**src/rtl/flow_ctrl_hyst.sv**
```systemverilog
// Flow control between the FIFO bank and upstream writers: registered FIFO flags,
// per-channel RUN/PAUSE hysteresis driving cf, sticky overflow and saturating pause counters.
module flow_ctrl_hyst #(
    parameter int NUM_CH    = 5,
    parameter int MIN_PAUSE = 4,
    parameter int CNT_W     = 8
) (
    input  logic                      clk,
    input  logic                      reset,
    input  logic [NUM_CH-1:0]         aff,
    input  logic [NUM_CH-1:0]         ff,
    input  logic [NUM_CH-1:0]         aef,
    input  logic [NUM_CH-1:0]         ef,
    input  logic [NUM_CH-1:0]         continuar,
    input  logic [NUM_CH-1:0]         push,
    input  logic                      err_clr,
    output logic [NUM_CH-1:0]         almost_full,
    output logic [NUM_CH-1:0]         full,
    output logic [NUM_CH-1:0]         almost_empty,
    output logic [NUM_CH-1:0]         empty,
    output logic [NUM_CH-1:0]         cf,
    output logic [NUM_CH-1:0]         paused,
    output logic [NUM_CH-1:0]         overflow,
    output logic [NUM_CH*CNT_W-1:0]   pause_count
);

    // state   | meaning
    // RUN     | channel may write (cf follows continuar)
    // PAUSE   | writes held off until drained and the hold counter expires
    typedef enum logic {RUN = 1'b0, PAUSE = 1'b1} state_t;

    localparam int HOLD_W = (MIN_PAUSE > 1) ? $clog2(MIN_PAUSE) : 1;

    state_t            state     [NUM_CH];
    state_t            state_nxt [NUM_CH];
    logic [HOLD_W-1:0] hold      [NUM_CH];
    logic [CNT_W-1:0]  cnt       [NUM_CH];

    // Entry (any full-side flag) has priority over exit, so ff+ef together pauses.
    always_comb begin
        for (int i = 0; i < NUM_CH; i++) begin
            state_nxt[i] = state[i];
            if (state[i] == RUN) begin
                if (aff[i] | ff[i])
                    state_nxt[i] = PAUSE;
            end else if ((hold[i] == '0) && (aef[i] | ef[i]) && !(aff[i] | ff[i])) begin
                state_nxt[i] = RUN;
            end
        end
    end

    always_ff @(posedge clk) begin
        if (reset) begin
            almost_full  <= '0;
            full         <= '0;
            almost_empty <= '1;
            empty        <= '1;
            cf           <= '0;
            paused       <= '0;
            overflow     <= '0;
            for (int i = 0; i < NUM_CH; i++) begin
                state[i] <= RUN;
                hold[i]  <= '0;
                cnt[i]   <= '0;
            end
        end else begin
            almost_full  <= aff;
            full         <= ff;
            almost_empty <= aef;
            empty        <= ef;
            for (int i = 0; i < NUM_CH; i++) begin
                state[i]  <= state_nxt[i];
                cf[i]     <= continuar[i] & (state_nxt[i] == RUN);
                paused[i] <= (state_nxt[i] == PAUSE);
                if (state[i] == RUN && state_nxt[i] == PAUSE) begin
                    hold[i] <= HOLD_W'(MIN_PAUSE - 1);
                    if (!(&cnt[i]))
                        cnt[i] <= cnt[i] + CNT_W'(1);
                end else if (state[i] == PAUSE && hold[i] != '0) begin
                    hold[i] <= hold[i] - HOLD_W'(1);
                end
                // A new overflow in the clearing cycle must not be lost.
                if (push[i] & ff[i])
                    overflow[i] <= 1'b1;
                else if (err_clr)
                    overflow[i] <= 1'b0;
            end
        end
    end

    always_comb begin
        pause_count = '0;
        for (int i = 0; i < NUM_CH; i++)
            pause_count[i*CNT_W +: CNT_W] = cnt[i];
    end

endmodule
```
**config.mk**
```make
export PLATFORM = sky130hd
export DESIGN_NAME = flow_ctrl_hyst
export DESIGN_NICKNAME = d
export VERILOG_FILES = /design/src/rtl/flow_ctrl_hyst.sv
export SDC_FILE = /design/constraint.sdc
export NUM_CORES = 1
export LEC_CHECK = 0
export CORE_MARGIN = 1
export CORE_UTILIZATION = 48
export CTS_CLUSTER_DIAMETER = 60
export DETAILED_ROUTE_END_ITERATION = 7
export PLACE_DENSITY = 0.8
export SYNTH_ARGS = -nofsm -noshare
export SYNTH_HDL_FRONTEND = slang
export SYNTH_SLANG_ARGS = --single-unit
```
**constraint.sdc**
```tcl
create_clock -name clk -period 2.74 [get_ports clk]
set_clock_uncertainty 0.2 [all_clocks]
set_input_delay 0.411 -clock clk [delete_from_list [all_inputs] [get_ports clk]]
set_output_delay 0.411 -clock clk [all_outputs]
set_load 0.05 [all_outputs]
```
== Yosys cells after proc, flatten, opt, wreduce, memory -nomap -nowiden ==
Memory sizes are Yosys's and may differ from the RTL's.
Index checks and enable logic that the tools add are counted.

* Order comparisons: 0
* Shift-type cells: 0
* Mux-type cells: 99
* Multiply operators: 0
* Add/sub/neg operators: 10
* Bitwise gates (word level): 50
* Divide/modulo/power cells: 0
* Reductions and logical operators: 45
* Eq/ne operators: 0

{| class="wikitable"
|+ Operator list
! cell !! count
|-
| $mux 1 || 84
|-
| $add 8x1->8 const B || 5
|-
| $mux 8 || 5
|-
| $reduce_and 8->1 || 5
|-
| $or 1x1->1 || 30
|-
| $logic_and 1x1->1 || 20
|-
| $mux 2 || 10
|-
| $reduce_bool 2->1 || 10
|-
| $and 1x1->1 || 10
|-
| $logic_not 2->1 || 5
|-
| $not 1->1 || 10
|-
| $sub 2x1->2 const B || 5
|-
| $logic_not 1->1 || 5
|}

* Memory bits (read-only): 0
* Bits in writable memories: 55
* Output and inout port bits: 75
* Bits in latches: 0
* Input bits: 33
* Memories kept: 3
* Word-level logic and storage cells: 218
* Register bits: 35

{| class="wikitable"
|+ Memories
! name !! words !! width !! read ports !! clocked after Yosys merged registers in !! write ports !! line !! text
|-
| cnt || 5 || 8 || 5 || 0 || 5 || 37 || <nowiki>logic [CNT_W-1:0] cnt [NUM_CH];</nowiki>
|-
| hold || 5 || 2 || 5 || 0 || 5 || 36 || <nowiki>logic [HOLD_W-1:0] hold [NUM_CH];</nowiki>
|-
| state || 5 || 1 || 5 || 0 || 5 || 34 || <nowiki>state_t state [NUM_CH];</nowiki>
|}

== Depth between registers and ports, before layout ==
* Depth in word-level cells: 11
* Mapped depth: 7
* Depth with buffers taken out: 6

== Worst setup path before layout ==
OpenSTA, ideal clock, no wires.

* Kind: reg2reg
* Start point: memory cnt[4][0] (netlist: cnt[0][32])
* End point: memory cnt[4][0] (netlist: cnt[0][32]) (enable)
* Arrival time: 1.814 ns
* Cell stages (with the launch flop): 6
* Path slack: 0.424 ns
* Library setup time: 0.302 ns
* Period minus slack after synthesis: 2.316 ns
* Required time: 2.238 ns
* Path buffers: 1
* Path through: edfxtp_1 > ha_1 > nand3_1 > o21ai_1 > buf_2 > nand2_1

{| class="wikitable"
|+ RTL lines
! element !! line
|-
| start, declared || 37
|}

==> results.py <==
metrics = {
    "final_layout": {
        "stdcell_count": 552,
        "seq_area_um2": 2200,
        "fin_util_pct": 67.9,
        "diodes": 0,
        "multi_input_area_um2": 1600,
        "fillers": 616,
        "area_growth_pct": 34.2,
        "layout_common_cells": "107 x clkdlybuf4s50_1, 50 x edfxtp_1, 36 x a21oi_2",
        "final_common_cell": "clkdlybuf4s50_1",
        "num-nets-final": 488,
        "drive_gt1_share_pct": 17.8,
    },
    "pwr": {
        "ir_drop_uv": 514,
        "p_leak_nw": 1.94,
        "p_per_area_nw_per_um2": 736,
    },
    "place": {
        "routabilityCongestion": 0.769,
        "port_buffers": 107,
        "hpwlAfterDp_um": 6230,
        "dp.cells": 536,
    },
    "timing": {
        "rsz0062_at_grt": "no",
        "slew_violations": 0,
        "finalSetupViolations": 0,
        "fmax_mhz": 431,
        "slew_headroom_pct": 60.4,
        "finalHoldViolCount": 0,
        "finalCriticalPeriod_ns": 2.32,
        "fin_crit_sh_pct": 84.7,
        "tns_ns": 0,
        "worst_slew_pin_slew_ns": 0.592,
    },
    "route": {
        "route.vias.total": 3002,
        "drc": 0,
        "first_iter_violations": 138,
        "avgRoutedWirePerCell_um": 15.8,
        "drt-vias-per-instance": 5.44,
        "dr.pass1.iters": 4,
        "ant_nets": 0,
        "wl_um": 8720,
    },
    "clock_tree": {
        "post_cts_resized": 0,
        "post-cts-setup-buffers": 0,
        "clock-root-buffer": "clkbuf_8",
        "cts_htree_levels": 3,
        "clk_pin_slew_ns": 0.09,
        "clock-sinks": 85,
        "holdBufCountCts": 0,
        "clk_latency_ns": 0.35,
        "cts_tree": "yes",
        "clock_path_buffers": 2,
        "cts_buffers": 9,
    },
    "worst_setup_path": {
        "setup.worst_path.start_class": "flip-flop",
        "slowest_stage": "clkdlybuf4s50_1",
        "max_stage_delay_ns": 0.86,
        "cp_num_buf_inv": 1,
        "worst_setup_path_end_kind": "primary output",
        "critPathRequiredTime_ns": 2.13,
        "crit_chain": "clkdlybuf4s50_1",
        "path_class": "reg2out",
        "worstPathArrival_ns": 1.71,
        "critPathMaxFanout": 6,
        "crit_family": "buffers and inverters",
    },
    "global_route": {
        "gr-total-overflow": 0,
        "grt_pass1_vias": 2803,
        "grt_usage_pct": 20.6,
        "antenna_found_initial": 0,
        "grt_max_degree": 41,
        "grt_pass1_wl_um": 13900,
    },
    "yosys": {
        "synth-async-reset-ratio_pct": 0,
        "yosys_register_bits": 85,
        "yosysWarnings": 0,
        "synth_flop_cell": "edfxtp_1",
        "syn_nets": 380,
        "synth_cell_type_count": 34,
        "yosysSeqAreaShare_pct": 55.5,
        "synthCells": 337,
        "synth_area_per_cell_um2": 11.8,
        "synth_area_um2": 3970,
        "synth-edff-count": 50,
    },
    "floorplanning": {
        "die_y_um": 92.9,
        "io_pins": 108,
        "rows": 32,
        "die-area_um2": 8630,
        "start_util_pct": 50.6,
        "coreArea_um2": 7850,
        "chipWidth_um": 92.9,
    },
    "flow_run": {
        "max_cap_violations": 0,
    },
    "min_path": {
        "min_path_type": "reg2reg",
    },
    "outcome": {
        "status": "completed",
    },
}
-- report_power, final --
part | internal (W) | switching [W] | leakage, nW
clock | 0.000465 | 0.000449 | 0.115
sequential | 0.00156 | 0.000175 | 0.807
combinational | 0.000472 | 0.000801 | 1.01
-- cells by family after synthesis --
| family | after synthesis | share of synthesized area (%) |
|---|---|---|
| DFF | 85 | 55.5 |
| buffers and inverters | 28 | 4.54 |
| xor gates and xnor gates | 30 | 6.62 |
| and+or+nand+nor | 109 | 14.3 |
| AOI/OAI and AO/OA | 75 | 15.9 |
| adders and majority gates | 10 | 3.15 |
-- synth_stat cells, types with 4 or more instances --
cell	number	share of area [%]
o21ai_0	5	0.63
xor2_1	15	3.3
or2_2	14	2.2
a21boi_2	5	1.4
dfxtp_1	35	18
a22oi_1	13	2.5
xnor2_1	15	3.3
ha_1	10	3.2
clkbuf_1	6	0.57
edfxtp_1	50	38
inv_1	12	1.1
o221ai_1	4	0.88
and3_1	10	1.6
nand3_1	21	2.6
buf_12	4	2.0
buf_2	5	0.63
nor3_1	4	0.50
a211oi_1	4	0.76
nand2_1	10	0.95
nor2_1	28	2.6
nor2b_1	10	1.6
nand4_1	5	0.79
a21oi_2	36	7.9
-- final cells by class --
| type | instances | share of cell area, % |
|---|---|---|
| multi-input cells | 224 | 30.0 |
| flip-flops and latches | 85 | 41.3 |
| well taps | 102 | 2.40 |
| repair buffers | 113 | 21.4 |
| inverters | 12 | 0.846 |
| clock inverters | 4 | 0.470 |
| clock buffers | 12 | 3.52 |
-- sequential cells by signal (all words and copies together) (netlist names) --
name	count
almost_empty	5
almost_full	5
empty	5
state	5
hold	10
full	5
overflow	5
cnt	40
cf	5
-- worst min-delay path, stage by stage (launching register included) --
cell and delay, ns:
dfxtp_1 0.34, a22oi_1 0.07, nor2_1 0.08
-- per-stage QoR --
step | power [W] | hold slack, ns | instance area, µm² | setup WS (ns)
floorplan | 0.00262 | 0.315 | 3970 | 0.424
global placement | 0.00301 | 0.288 | 5110 | 0.241
detailed placement | 0.00303 | 0.289 | 5110 | 0.213
CTS | 0.00393 | 0.312 | 5330 | 0.425
global route | 0.00408 | 0.347 | 5330 | 0.340
finish | 0.00392 | 0.309 | 5330 | 0.418
-- worst paths after layout --
path / from / end / slack [ns] / cells past startpoint
max: cnt[0][34] / pause_count[34] / 0.42 / 1
max reg2reg: cnt[0][24] / cnt[0][5] / 0.49 / 6
min: overflow[2] / overflow[2] / 0.31 / 2
min reg2reg: overflow[2] / overflow[2] / 0.31 / 2
-- per-layer routing --
metal,part of all wire (%),GRT usage [%],vias up
li1,-,-,1431
met1,45,28.1,1452
met2,47,32.9,109
met3,6.4,4.11,10
met4,1.1,6.92,0
met5,0,0,-
Power figures use the tool's default switching activity.
